<file path="config.mk">
export PLATFORM = sky130hd
export DESIGN_NAME = load_store_unit
export DESIGN_NICKNAME = d
export VERILOG_FILES = /design/src/rtl/lsu_pkg.sv /design/src/rtl/lsu_lane.sv /design/src/rtl/load_store_unit.sv
export SDC_FILE = /design/constraint.sdc
export NUM_CORES = 1
export LEC_CHECK = 0
export ABC_AREA = 1
export BUFFER_PORTS_ARGS = -buffer_cell sky130_fd_sc_hd__buf_2
export CAP_MARGIN = 10
export CELL_PAD_IN_SITES_DETAIL_PLACEMENT = 1
export CELL_PAD_IN_SITES_GLOBAL_PLACEMENT = 1
export CORE_MARGIN = 2
export CORE_UTILIZATION = 34
export CTS_CLUSTER_SIZE = 25
export DETAILED_ROUTE_END_ITERATION = 10
export HOLD_SLACK_MARGIN = 0.1
export PLACE_DENSITY = 0.87
export SLEW_MARGIN = 20
export SYNTH_ARGS = -nofsm -noshare
export SYNTH_HDL_FRONTEND = slang
export SYNTH_SLANG_ARGS = --single-unit
</file>
<file path="constraint.sdc">
create_clock -name clk -period 3.38 [get_ports clk]
set_clock_uncertainty 0.2 [all_clocks]
set_input_delay 1.014 -clock clk [delete_from_list [all_inputs] [get_ports clk]]
set_output_delay 1.014 -clock clk [all_outputs]
set_load 0.02 [all_outputs]
</file>
<file path="src/rtl/lsu_pkg.sv">
// Shared types and constants for the load/store unit: access size, FSM states, lane count.
package lsu_pkg;

  localparam int LSU_BYTE_LANES = 4;
  localparam int LSU_WORD_W     = 8 * LSU_BYTE_LANES;

  typedef enum logic [1:0] {
    BYTE = 2'd0,
    HALF = 2'd1,
    WORD = 2'd2
  } mem_size_e;

  typedef enum logic [1:0] {
    IDLE = 2'd0,
    LOAD = 2'd1,
    RMW  = 2'd2
  } lsu_state_e;

  // Encoding 3 behaves as a full word access.
  function automatic mem_size_e decode_size(input logic [1:0] s);
    case (s)
      2'd0:    return BYTE;
      2'd1:    return HALF;
      default: return WORD;
    endcase
  endfunction

endpackage

</file>
<file path="src/rtl/lsu_lane.sv">
// Little-endian lane logic: load extract with sign/zero extension, and sub-word store merge.
module lsu_lane
  import lsu_pkg::*;
(
  input  logic [LSU_WORD_W-1:0] rd_word_i,
  input  logic [LSU_WORD_W-1:0] wdata_i,
  input  logic [1:0]            offset_i,
  input  mem_size_e             size_i,
  input  logic                  uns_i,
  output logic [LSU_WORD_W-1:0] load_data_o,
  output logic [LSU_WORD_W-1:0] merge_data_o
);

  logic [7:0]  byte_sel;
  logic [15:0] half_sel;

  always_comb begin
    byte_sel     = rd_word_i[{offset_i, 3'b000} +: 8];
    half_sel     = rd_word_i[{offset_i[1], 4'b0000} +: 16];
    load_data_o  = rd_word_i;
    merge_data_o = rd_word_i;
    case (size_i)
      BYTE: begin
        load_data_o = {{(LSU_WORD_W-8){~uns_i & byte_sel[7]}}, byte_sel};
        merge_data_o[{offset_i, 3'b000} +: 8] = wdata_i[7:0];
      end
      // offset bit 0 is ignored, so a misaligned half is aligned down
      HALF: begin
        load_data_o = {{(LSU_WORD_W-16){~uns_i & half_sel[15]}}, half_sel};
        merge_data_o[{offset_i[1], 4'b0000} +: 16] = wdata_i[15:0];
      end
      default: begin
        load_data_o  = rd_word_i;
        merge_data_o = wdata_i;
      end
    endcase
  end

endmodule

</file>
<file path="src/rtl/load_store_unit.sv">
// Byte/half/word load-store front end for a word-wide memory with a registered read address.
// Optional misaligned-access trap: define LSU_MISALIGN_TRAP_EN.
//
//   state | meaning
//   IDLE  | accept request; word stores complete here
//   LOAD  | memory data valid, extract lane and complete the load
//   RMW   | old word valid, merge sub-word data and issue the write
module load_store_unit
  import lsu_pkg::*;
#(
  parameter int DATA_WIDTH = 32,
  parameter int ADDR_WIDTH = 32
) (
  input  logic                  clk,
  input  logic                  rst,
  input  logic                  req,
  input  logic                  wr,
  input  logic [1:0]            size,
  input  logic                  uns,
  input  logic [ADDR_WIDTH-1:0] addr,
  input  logic [DATA_WIDTH-1:0] wdata,
  output logic [DATA_WIDTH-1:0] rdata,
  output logic                  stall,
  output logic                  done,
  output logic                  fault,
  output logic [ADDR_WIDTH-1:0] memAddr,
  output logic [DATA_WIDTH-1:0] memDataIn,
  output logic                  memWe,
  input  logic [DATA_WIDTH-1:0] memDataOut
);

  lsu_state_e            state_q, state_d;
  logic [ADDR_WIDTH-1:0] addr_q, addr_d;
  logic [1:0]            off_q, off_d;
  mem_size_e             size_q, size_d;
  logic                  uns_q, uns_d;
  logic [DATA_WIDTH-1:0] wdata_q, wdata_d;

  mem_size_e             size_in;
  logic [ADDR_WIDTH-1:0] addr_al;
  logic                  misalign;
  logic                  word_store;
  logic [DATA_WIDTH-1:0] load_data;
  logic [DATA_WIDTH-1:0] merge_data;

  assign size_in    = decode_size(size);
  assign addr_al    = {addr[ADDR_WIDTH-1:2], 2'b00};
  assign word_store = wr && (size_in == WORD);

`ifdef LSU_MISALIGN_TRAP_EN
  assign misalign = ((size_in == HALF) && addr[0]) ||
                    ((size_in == WORD) && (addr[1:0] != 2'b00));
`else
  assign misalign = 1'b0;
`endif

  lsu_lane u_lane (
    .rd_word_i    (memDataOut),
    .wdata_i      (wdata_q),
    .offset_i     (off_q),
    .size_i       (size_q),
    .uns_i        (uns_q),
    .load_data_o  (load_data),
    .merge_data_o (merge_data)
  );

  always_comb begin
    state_d = state_q;
    addr_d  = addr_q;
    off_d   = off_q;
    size_d  = size_q;
    uns_d   = uns_q;
    wdata_d = wdata_q;
    case (state_q)
      IDLE: begin
        if (req && !misalign && !word_store) begin
          addr_d  = addr_al;
          off_d   = addr[1:0];
          size_d  = size_in;
          uns_d   = uns;
          wdata_d = wdata;
          state_d = wr ? RMW : LOAD;
        end
      end
      LOAD:    state_d = IDLE;
      RMW:     state_d = IDLE;
      default: state_d = IDLE;
    endcase
  end

  always_ff @(posedge clk or negedge rst) begin
    if (!rst) begin
      state_q <= IDLE;
      addr_q  <= '0;
      off_q   <= 2'b00;
      size_q  <= BYTE;
      uns_q   <= 1'b0;
      wdata_q <= '0;
    end else begin
      state_q <= state_d;
      addr_q  <= addr_d;
      off_q   <= off_d;
      size_q  <= size_d;
      uns_q   <= uns_d;
      wdata_q <= wdata_d;
    end
  end

  // Outputs are forced quiet while reset is held, which also kills a pending RMW write.
  always_comb begin
    rdata     = '0;
    stall     = 1'b0;
    done      = 1'b0;
    fault     = 1'b0;
    memAddr   = '0;
    memDataIn = '0;
    memWe     = 1'b0;
    if (rst) begin
      case (state_q)
        IDLE: begin
          if (req) begin
            if (misalign) begin
              fault = 1'b1;
              done  = 1'b1;
            end else if (word_store) begin
              memAddr   = addr_al;
              memDataIn = wdata;
              memWe     = 1'b1;
              done      = 1'b1;
            end else begin
              memAddr = addr_al;
              stall   = 1'b1;
            end
          end
        end
        LOAD: begin
          memAddr = addr_q;
          rdata   = load_data;
          done    = 1'b1;
        end
        RMW: begin
          memAddr   = addr_q;
          memDataIn = merge_data;
          memWe     = 1'b1;
          done      = 1'b1;
        end
        default: ;
      endcase
    end
  end

endmodule
</file>
==> results of run 1 <==
[flip-flops by register name, indices dropped and copies added (netlist names)]
name and cells:
wdata_q 32, addr_q 30, off_q 2, size_q 2, state_q 2, uns_q 1
[metal layers]
metal | routed length, um | vias up | track usage
li1 | - | 3617 | -
met4 | 783 | 0 | 0.108
met2 | 12500 | 301 | 0.436
met1 | 11200 | 3714 | 0.351
met5 | 0 | - | 0
met3 | 1960 | 60 | 0.0430
[power by group]
group / internal [mW] / leakage (nW) / switching [mW]
Clock: 0.515 / 0.137 / 0.430
Sequential: 1.12 / 0.853 / 0.300
Combinational: 1.15 / 3.01 / 2.18
Total: 2.78 / 4.00 / 2.91
[cells in the final DEF (no fill, tap or decap), types with 4 or more instances in the layout]
cell type,Yosys,routed
inv_2,6,5
o21ai_1,0,7
nand4_1,17,17
nor2_2,12,10
clkinvlp_4,0,4
ha_1,9,5
o21ai_0,85,77
inv_6,1,4
buf_12,0,6
buf_2,32,184
a21oi_2,0,10
clkbuf_16,0,11
nand2_2,2,9
ha_4,0,4
dfrtp_1,69,68
nand3_1,24,23
inv_1,44,40
o221ai_1,4,4
a21boi_0,16,16
nor2_1,41,41
buf_4,12,39
buf_6,3,6
o211ai_1,9,9
a21oi_1,124,114
nand2_1,459,452
[worst reg2reg max path, delay by kind of cell (launching register included)]
kind	cells	cell delay, ps
buffers and inverters	3	820
AND/OR/NAND/NOR	3	430
flip-flops	1	400
adder cells (fa/ha/maj)	1	210
AO/OA/AOI/OAI	1	170
[cells in the mapped netlist, types with 2 or more instances]
library cell and n:
o22ai_1 2, dfrtp_1 69, ha_1 9, buf_1 4
o21ai_0 85, o221ai_1 4, nor2_2 12, buf_4 12
nor2_1 41, nand2_2 2, nand3_1 24, nand4_1 17
or2_2 4, inv_2 6, nand2_4 3, o211ai_1 9
a31oi_1 3, a21boi_0 16, buf_2 32, nand2_1 459
buf_6 3, clkbuf_1 24, inv_1 44, a21oi_1 124
[worst max path at each step]
stage                              start             to  slack [ps]  cells past startpoint
finish              off_q[1]$_DFFE_PN0P_   memDataIn[1]           4                      8
global route        off_q[1]$_DFFE_PN0P_   memDataIn[1]         -80                      8
CTS                 off_q[0]$_DFFE_PN0P_   memDataIn[5]           9                      8
detailed placement                   rst    memAddr[21]         -60                      5
global placement                     rst    memAddr[21]         -60                      5
floorplan           off_q[1]$_DFFE_PN0P_  memDataIn[22]          70                     11
[cell type report]
type                            count  area [um^2]
Timing Repair Buffer              238         1480
Inverter                           52          223
Clock buffer                        9          225
Fill cell                        2384         9450
Tap cell                          225          282
Multi-Input combinational cell    819         3840
Antenna cell                        1         2.50
Clock inverter                      7         63.8
Sequential cell                    69         1730
[stage by stage]
step	util	setup TNS (ps)
6_report	0.453	0
5_1_grt	0.453	-760
4_1_cts	0.437	0
3_5_place_dp	0.415	-242
3_3_place_gp	0.415	-345
2_1_floorplan	-	0
[cell families (layout without fill, tap and decap cells)]
family,count (synthesis),count (layout),synth area share
AO/OA/AOI/OAI,243,243,0.216
other,1,4,0.000622
flip-flops,69,69,0.287
buffers and inverters,128,306,0.0995
AND/OR/NAND/NOR,564,564,0.379
adder cells (fa/ha/maj),9,9,0.0187
[what timing repair did]
action / in CTS / in global routing
pin swaps: 1 / 10
hold endpoints to repair: 0 / 0
setup endpoints to repair: 38 / 62
gates resized for setup: 15 / 62
buffers inserted: 1 / 5
cloned: 1 / 2
==> impl_metrics.ini, run 1 <==
[status]
status = complete, no violations

[critical_path]
crit_family = simple AND/OR/NAND/NOR gates
startpoint_type = register
r2r_start = state_q[1]$_DFFE_PN0P_
crit_buf_inv = 2
end_kind = primary output
r2r_end = off_q[0]$_DFFE_PN0P_
required_ps = 2170
r2r.worst_path.cells = 8
crit_type = register to primary output
cp_max_fo = 8
path_cells = clkinv_4 > ha_4 > nor2_4 > nand3_1 > o211ai_1 > nand3_1 > a21oi_1 > buf_4
critPathMostFrequentCell = nand3_1
crit_path_max_incr_delay_ps = 420
r2r_slack_ps = 1040
crit_arrival_ps = 2160
slowest_stage = dfrtp_2

[global_routing]
grt_pass1_vias = 7473
grt_use_total = 0.267
grt_max_degree = 61
grt_pass1_wl_um = 38800
antenna_found_initial = 2
overflow = 0

[sta]
slew_violations = 0
maxSlewHeadroom = 0.563
setup_viol = 0
fmax_mhz = 296
hold_violations = 0
worstMarginPinSlew_ps = 656
setup_slack_ps = 3.55
fin_crit_sh = 0.999
hold-worst-slack_ps = 273
min_period_ps = 3380

[routing]
drt_iter0_markers = 525
route.detailed.drc = 0
via_count = 7692
postRouteAntennaNets = 0
wl_um = 26500
routed_via_density = 5.42
wl_per_cell_um = 18.6
drt-pass1-iter-count = 4

[final_layout]
drive_gt1_frac = 0.262
syn_to_final_growth_pct = 30.2
final_cells = 1420
nets = 1301
stdcell_area_um2 = 7840

[placement]
postPlaceCellArea_um2 = 7180
dp.cells = 1394
routabilityCongestion = 0.883
place_ws_ps = -55.1
io_buffers = 199
hpwlAfterDp_um = 18600

[power_and_ir_drop]
power.total_mw = 5.69
leakage_nw = 4.00
peakVddDrop_uv = 298
power_density_nw_per_um2 = 725

[floorplan]
die_y_um = 137
die_area_um2 = 18800
initial_core_util = 0.348
ios = 203
std_cell_rows = 48
coreArea_um2 = 17300
die_width_um = 137

[worst_hold_path]
whs_path_depth = 2
min_to = wdata_q[17]$_DFFE_PN0P_
min_from = wdata_q[17]$_DFFE_PN0P_
worstHoldPathType = register to register

[yosys]
synth.yosys.seq_area_share = 0.287
synth_ff_type = dfrtp_1
synth_top_area_share = 0.287
netlist_top_cells_area = dfrtp_1 29%, nand2_1 29%, a21oi_1 10%
synthArstFlopShare = 1.00
ys_types = 30
avgSynthCellArea_um2 = 5.94
syn-instance-count = 1014
synth_edf_count = 0
synth_area_um2 = 6020
ys_ff_latch = 69
ys.warnings.count = 0
yosys.area.top_type = dfrtp_1

[clock_network]
clk_path_buf_depth = 2
hold_buffers = 0
h-tree-depth = 3
clk_pin_slew_ps = 70
clock_latency_ps = 350
cts_tree = built
clock_sinks = 69
numCtsBuffers = 9
clockRootBuffer = clkbuf_16

[run]
cap_viol_max_count = 0
Power figures use the tool's default switching activity.
==> run 2: changes to the inputs <==
--- a/config.mk
+++ b/config.mk
@@ -11,11 +11,11 @@
 export CELL_PAD_IN_SITES_DETAIL_PLACEMENT = 1
 export CELL_PAD_IN_SITES_GLOBAL_PLACEMENT = 1
 export CORE_MARGIN = 2
-export CORE_UTILIZATION = 34
+export CORE_UTILIZATION = 37
 export CTS_CLUSTER_SIZE = 25
 export DETAILED_ROUTE_END_ITERATION = 10
 export HOLD_SLACK_MARGIN = 0.1
-export PLACE_DENSITY = 0.87
+export PLACE_DENSITY = 0.93
 export SLEW_MARGIN = 20
 export SYNTH_ARGS = -nofsm -noshare
 export SYNTH_HDL_FRONTEND = slang
==> constraint.sdc (replaced) <==
create_clock -name clk -period 3.9 [get_ports clk]
set_clock_uncertainty 0.2 [all_clocks]
set_input_delay 1.17 -clock clk [delete_from_list [all_inputs] [get_ports clk]]
set_output_delay 1.17 -clock clk [all_outputs]
set_load 0.02 [all_outputs]
==> run 2 against run 1 <==
  * Combinational power is 24% lower
  * Highest routed layer is now met5
  * Sequential power down 14%
  * Setup slack improved by 160 ps
  * Largest cell class unchanged
  * Critical path depth up 1
  * Hold slack got worse by 1.8 ps
  * Sequential share of layout area up 1.2 points
  * Flip-flop and latch count unchanged
  * Routed wire length decreased by 5.6%
==> impl_metrics.ini, run 2 (synthesis results as in run 1) <==
[power_and_ir_drop]
p_comb_frac = 0.547
seqPwrFrac = 0.262
intPower_mw = 2.26
power_density_nw_per_um2 = 625
power.total_mw = 4.65
leakage_nw = 3.89
peakVddDrop_uv = 239
sw_frac_of_total = 0.514
switching_power_mw = 2.39
clkPwrFrac = 0.190

[run]
cap_viol_max_count = 0

[clock_network]
clock_sinks = 69
clk_pin_slew_ps = 70
h-tree-depth = 3
clk_path_buf_depth = 2
clock_latency_ps = 350
numCtsBuffers = 9
post-cts-setup-buffers = 0
clockRootBuffer = clkbuf_16
cts_tree = built
hold_buffers = 0

[global_routing]
grt_pass1_vias = 7546
grt_pass1_wl_um = 40000
grt_use_total = 0.285
grt_max_degree = 64
overflow = 0
antenna_found_initial = 3

[placement]
hpwlAfterDp_um = 18400
io_buffers = 199
postPlaceCellArea_um2 = 7080
routabilityCongestion = 0.907

[sta]
fmax_mhz = 268
setup-tns-final_ps = 0
rsz0062_at_grt = false
min_period_ps = 3730
slew_violations = 0
maxSlewHeadroom = 0.423
hold_violations = 0
setup_viol = 0
worstMarginPinSlew_ps = 865
fin_crit_sh = 0.958

[final_layout]
syn_to_final_growth_pct = 23.3
stdcell_area_um2 = 7430
layout_commonest_cell = nand2_1
finalCoreUtilization = 0.468
largest_reg_flops = 32
drive_gt1_frac = 0.230
nets = 1282
top_regs = wdata_q: 32 flops, addr_q: 30 flops
largest_register = wdata_q
mostFrequentLayoutCells = 459 x nand2_1, 199 x buf_2, 124 x a21oi_1, 85 x o21ai_0, 69 x dfrtp_1

[critical_path]
cp_max_fo = 29
crit_path_max_incr_delay_ps = 380
startpoint_type = register
crit_type = register to primary output
path_cells = buf_4 > ha_2 > inv_1 > a21oi_1 > nand2_1 > nand2_1 > nand2_1 > a21oi_1 > buf_2
end_kind = primary output
slowest_stage = dfrtp_1
crit_family = buffers and inverters
critPathMostFrequentCell = nand2_1
crit_buf_inv = 3
required_ps = 2530
crit_arrival_ps = 2360

[floorplan]
ios = 203
initial_core_util = 0.379
std_cell_rows = 46
die_area_um2 = 17300
die_y_um = 132
coreArea_um2 = 15900
die_width_um = 132

[status]
status = complete, no violations

[routing]
wl_um = 25000
drt_iter0_markers = 493
postRouteAntennaNets = 0
drt-pass1-iter-count = 5
wl_per_cell_um = 18.0
route.detailed.drc = 0
routed_via_density = 5.42
via_count = 7550

[worst_hold_path]
worstHoldPathType = register to register
[run 2: routing by layer]
layer  share of wire  wire length (um)  track usage
met5         0.00052                13            0
met4           0.035               882        0.107
met3           0.077              1920       0.0687
met2            0.47             11600        0.465
met1            0.42             10600        0.366
[run 2: repair_timing]
item,in CTS,in global routing
endpoints found under the hold margin,0,0
resized for setup,0,7
setup endpoints to repair,0,24
[run 2: worst paths after layout]
path | to | depth (start not counted) | slack (ps) | start
min in group asynchronous | off_q[1]$_DFFE_PN0P_ | 2 | 600 | rst
setup / recovery | memDataIn[21] | 9 | 170 | off_q[1]$_DFFE_PN0P_
hold reg to reg | wdata_q[20]$_DFFE_PN0P_ | 2 | 270 | wdata_q[20]$_DFFE_PN0P_
hold / removal | wdata_q[20]$_DFFE_PN0P_ | 2 | 270 | wdata_q[20]$_DFFE_PN0P_
max in group asynchronous | wdata_q[8]$_DFFE_PN0P_ | 2 | 2020 | rst
setup reg to reg | wdata_q[23]$_DFFE_PN0P_ | 7 | 1740 | state_q[1]$_DFFE_PN0P_
[run 2: per-stage QoR]
step                setup slack [ps]  hold slack, ps  cells
CTS                             46.3             278   1391
global route                    12.9             302   1391
detailed placement               215             262   1375
finish                           165             271   1392
floorplan                        391             242   1016
global placement                 243             255   1375
[run 2: power groups by stage]
stage / clock network, mW / registers, mW / logic, mW
after detailed placement: 0 / 1.21 / 2.46
final: 0.885 / 1.22 / 2.54
after global routing: 0.931 / 1.25 / 2.83
after global placement: 0 / 1.20 / 2.37
after CTS: 0.895 / 1.21 / 2.49
after floorplan: 0 / 1.11 / 1.86
[run 2: worst min-delay path, stage by stage (launching register included)]
cell and delay (ps):
dfrtp_1 340, nand2_1 60, nand2_1 50
[run 2: cell type report]
cell class | instances | area (um^2)
fillers | 2267 | 8460
multi-input cells | 819 | 3730
flip-flops and latches | 69 | 1730
repair buffers | 219 | 1180
well taps | 216 | 270
clock buffers | 9 | 225
inverters | 52 | 209
clock inverters | 7 | 88.8
diodes | 1 | 2.50
==> run 3: changes to the inputs <==
--- a/config.mk
+++ b/config.mk
@@ -16,6 +16,7 @@
 export DETAILED_ROUTE_END_ITERATION = 10
 export HOLD_SLACK_MARGIN = 0.1
 export PLACE_DENSITY = 0.93
+export RECOVER_POWER = 100
 export SLEW_MARGIN = 20
 export SYNTH_ARGS = -nofsm -noshare
 export SYNTH_HDL_FRONTEND = slang
==> constraint.sdc (replaced) <==
create_clock -name clk -period 3.9 [get_ports clk]
set_clock_uncertainty 0.2 [all_clocks]
set_input_delay 0.195 -clock clk [delete_from_list [all_inputs] [get_ports clk]]
set_output_delay 0.195 -clock clk [all_outputs]
set_load 0.02 [all_outputs]
==> run 3 against run 2 <==
  * The run now ends with capacitance limit, slew limit left
  * Core utilization up 2.7 points
  * Count of clock-buffer cells in the layout grew 1
  * Cell count grew 4.3%
  * Die area stayed put
  * Register-to-register slack worse by 1000 ps
  * Maximum frequency up 5.8%
  * Hold slack improved by 2.6 ps
  * Total power is 0.49% lower
  * Via count grew 6.5%
  * Routed wire length rose by 11%
  * Flip-flop and latch count unchanged
  * Sequential power grew 3%
  * Largest cell class unchanged
  * Highest routed layer is now met4
==> impl_metrics.ini, run 3 (synthesis results as in run 1) <==
[global_routing]
grt_max_degree = 70
overflow = 0
grt_pass1_vias = 8381
antenna_found_initial = 1
grt_pass1_wl_um = 44500
grt_use_total = 0.317

[floorplan]
ios = 203
die_area_um2 = 17300
coreArea_um2 = 15900
std_cell_rows = 46
die_width_um = 132
die_y_um = 132
initial_core_util = 0.379

[clock_network]
clock_latency_ps = 340
cts-resized-gates = 0
clockRootBuffer = clkbuf_16
cts_tree = built
clk_pin_slew_ps = 60
numCtsBuffers = 9
clk_path_buf_depth = 2
clock_sinks = 69
h-tree-depth = 3

[sta]
hold_violations = 0
maxSlewHeadroom = -0.222
setup-tns-final_ps = 0
setup_viol = 0
rsz0062_at_grt = false
fmax_mhz = 283
min_period_ps = 3530
fin_crit_sh = 0.905
worstMarginPinSlew_ps = 1830
slew_violations = 70

[power_and_ir_drop]
sw_frac_of_total = 0.523
leakage_nw = 3.76
seqPwrFrac = 0.271
clkPwrFrac = 0.184
peakVddDrop_uv = 257
power_density_nw_per_um2 = 589
intPower_mw = 2.21
p_comb_frac = 0.544
switching_power_mw = 2.42

[critical_path]
r2r_end = size_q[0]$_DFFE_PN0P_
end_kind = primary output
r2r_start = state_q[1]$_DFFE_PN0P_
critPathMostFrequentCell = nand2_1
crit_arrival_ps = 3140
path_cells = inv_1 > ha_1 > nand2_1 > nor2_1 > buf_4 > nand2_1 > a21oi_1 > clkbuf_1
crit_path_max_incr_delay_ps = 920
slowest_stage = nor2_1
r2r.worst_path.cells = 7
required_ps = 3500
crit_type = register to primary output
r2r_slack_ps = 720
startpoint_type = register
cp_max_fo = 19

[routing]
wl_um = 27800
wl_per_cell_um = 19.2
routed_via_density = 5.54
via_count = 8044
drt_iter0_markers = 641
route.detailed.drc = 0
drt-pass1-iter-count = 7
postRouteAntennaNets = 0

[final_layout]
layout_commonest_cell = nand2_1
mostFrequentLayoutCells = 462 x nand2_1, 124 x a21oi_1, 116 x buf_2, 85 x o21ai_0, 84 x clkbuf_1
syn_to_final_growth_pct = 30.4
num-fill-cells = 2274
final_cells = 1452
nets = 1341
drive_gt1_frac = 0.132
largest_reg_flops = 32
largest_register = wdata_q
top_regs = wdata_q: 32 flops, addr_q: 30 flops
stdcell_area_um2 = 7850

[worst_hold_path]
min_to = wdata_q[19]$_DFFE_PN0P_
whs_path_depth = 2
worstHoldPathType = register to register
min_from = wdata_q[19]$_DFFE_PN0P_

[placement]
hpwlAfterDp_um = 17400
dp.cells = 1363
postPlaceCellArea_um2 = 6970
routabilityCongestion = 0.898
io_buffers = 199

[status]
status = finished, violations left
violations = capacitance limit, slew limit

[run]
cap_viol_max_count = 1
[run 3: changes by cell type in the layout (fill, tap and decap cells not counted), moves of 3 or more]
cell | previous run | this run
clkbuf_1 | 0 | 84
buf_2 | 199 | 116
dlygate4sd3_1 | 0 | 71
buf_4 | 16 | 6
ha_1 | 6 | 9
inv_8 | 3 | 0
nand2_1 | 459 | 462
[run 3: worst max path at each step]
stage / startpoint / cells past startpoint / slack, ps / to
after floorplan: off_q[1]$_DFFE_PN0P_ / 11 / 1410 / memDataIn[22]
after detailed placement: size_q[1]$_DFFE_PN0P_ / 8 / 860 / rdata[17]
after global routing: state_q[0]$_DFFE_PN0P_ / 8 / 140 / memDataIn[8]
after CTS: size_q[1]$_DFFE_PN0P_ / 8 / 500 / rdata[17]
final: state_q[1]$_DFFE_PN0P_ / 8 / 370 / memDataIn[8]
after global placement: size_q[1]$_DFFE_PN0P_ / 8 / 1070 / rdata[17]
[run 3: layout make-up]
class                           instances  area (um^2)  area share
Timing Repair Buffer                  278         1660       0.211
Tap cell                              216          270      0.0344
Sequential cell                        69         1730       0.220
Clock inverter                          6         71.3     0.00908
Multi-Input combinational cell        819         3690       0.470
Antenna cell                            2         5.00    0.000637
Clock buffer                           10          229      0.0292
Inverter                               52          205      0.0261
[run 3: critical path, delay by kind of cell (launching register included)]
kind	cells	cell delay, ps
buffers and inverters	3	810
and+or+nand+nor	3	1170
AOI/OAI and AO/OA	1	170
DFF	1	410
adders and majority gates	1	230
[run 3: per-layer routing]
metal	up-vias	global-route usage	wire (um)
met5	-	0	0
met4	0	0.160	1350
met3	106	0.0691	2170
met2	384	0.521	13000
met1	3859	0.391	11300
li1	3695	-	-
[run 3: repair_timing]
action | 4_1_cts | 5_1_grt
hold buffers | 71 | 0
endpoints found under the hold margin | 138 | 0
setup buffers | 0 | 0
[run 3: stage by stage]
step | total power, mW | setup WS (ps) | utilization | hold WS, ps
floorplan | 2.97 | 1410 | - | -301
global placement | 3.51 | 1070 | 0.439 | 213
detailed placement | 3.62 | 864 | 0.439 | 218
CTS | 4.56 | 501 | 0.502 | 277
global route | 4.94 | 135 | 0.494 | 301
finish | 4.62 | 369 | 0.494 | 274
[run 3: power groups by stage]
| stage | combinational [mW] | sequential, mW | clock (mW) |
|---|---|---|---|
| 6_report | 2.52 | 1.26 | 0.853 |
| 5_1_grt | 2.77 | 1.28 | 0.888 |
| 4_1_cts | 2.47 | 1.23 | 0.852 |
| 3_5_place_dp | 2.38 | 1.24 | 0 |
| 3_3_place_gp | 2.28 | 1.23 | 0 |
| 2_1_floorplan | 1.86 | 1.11 | 0 |
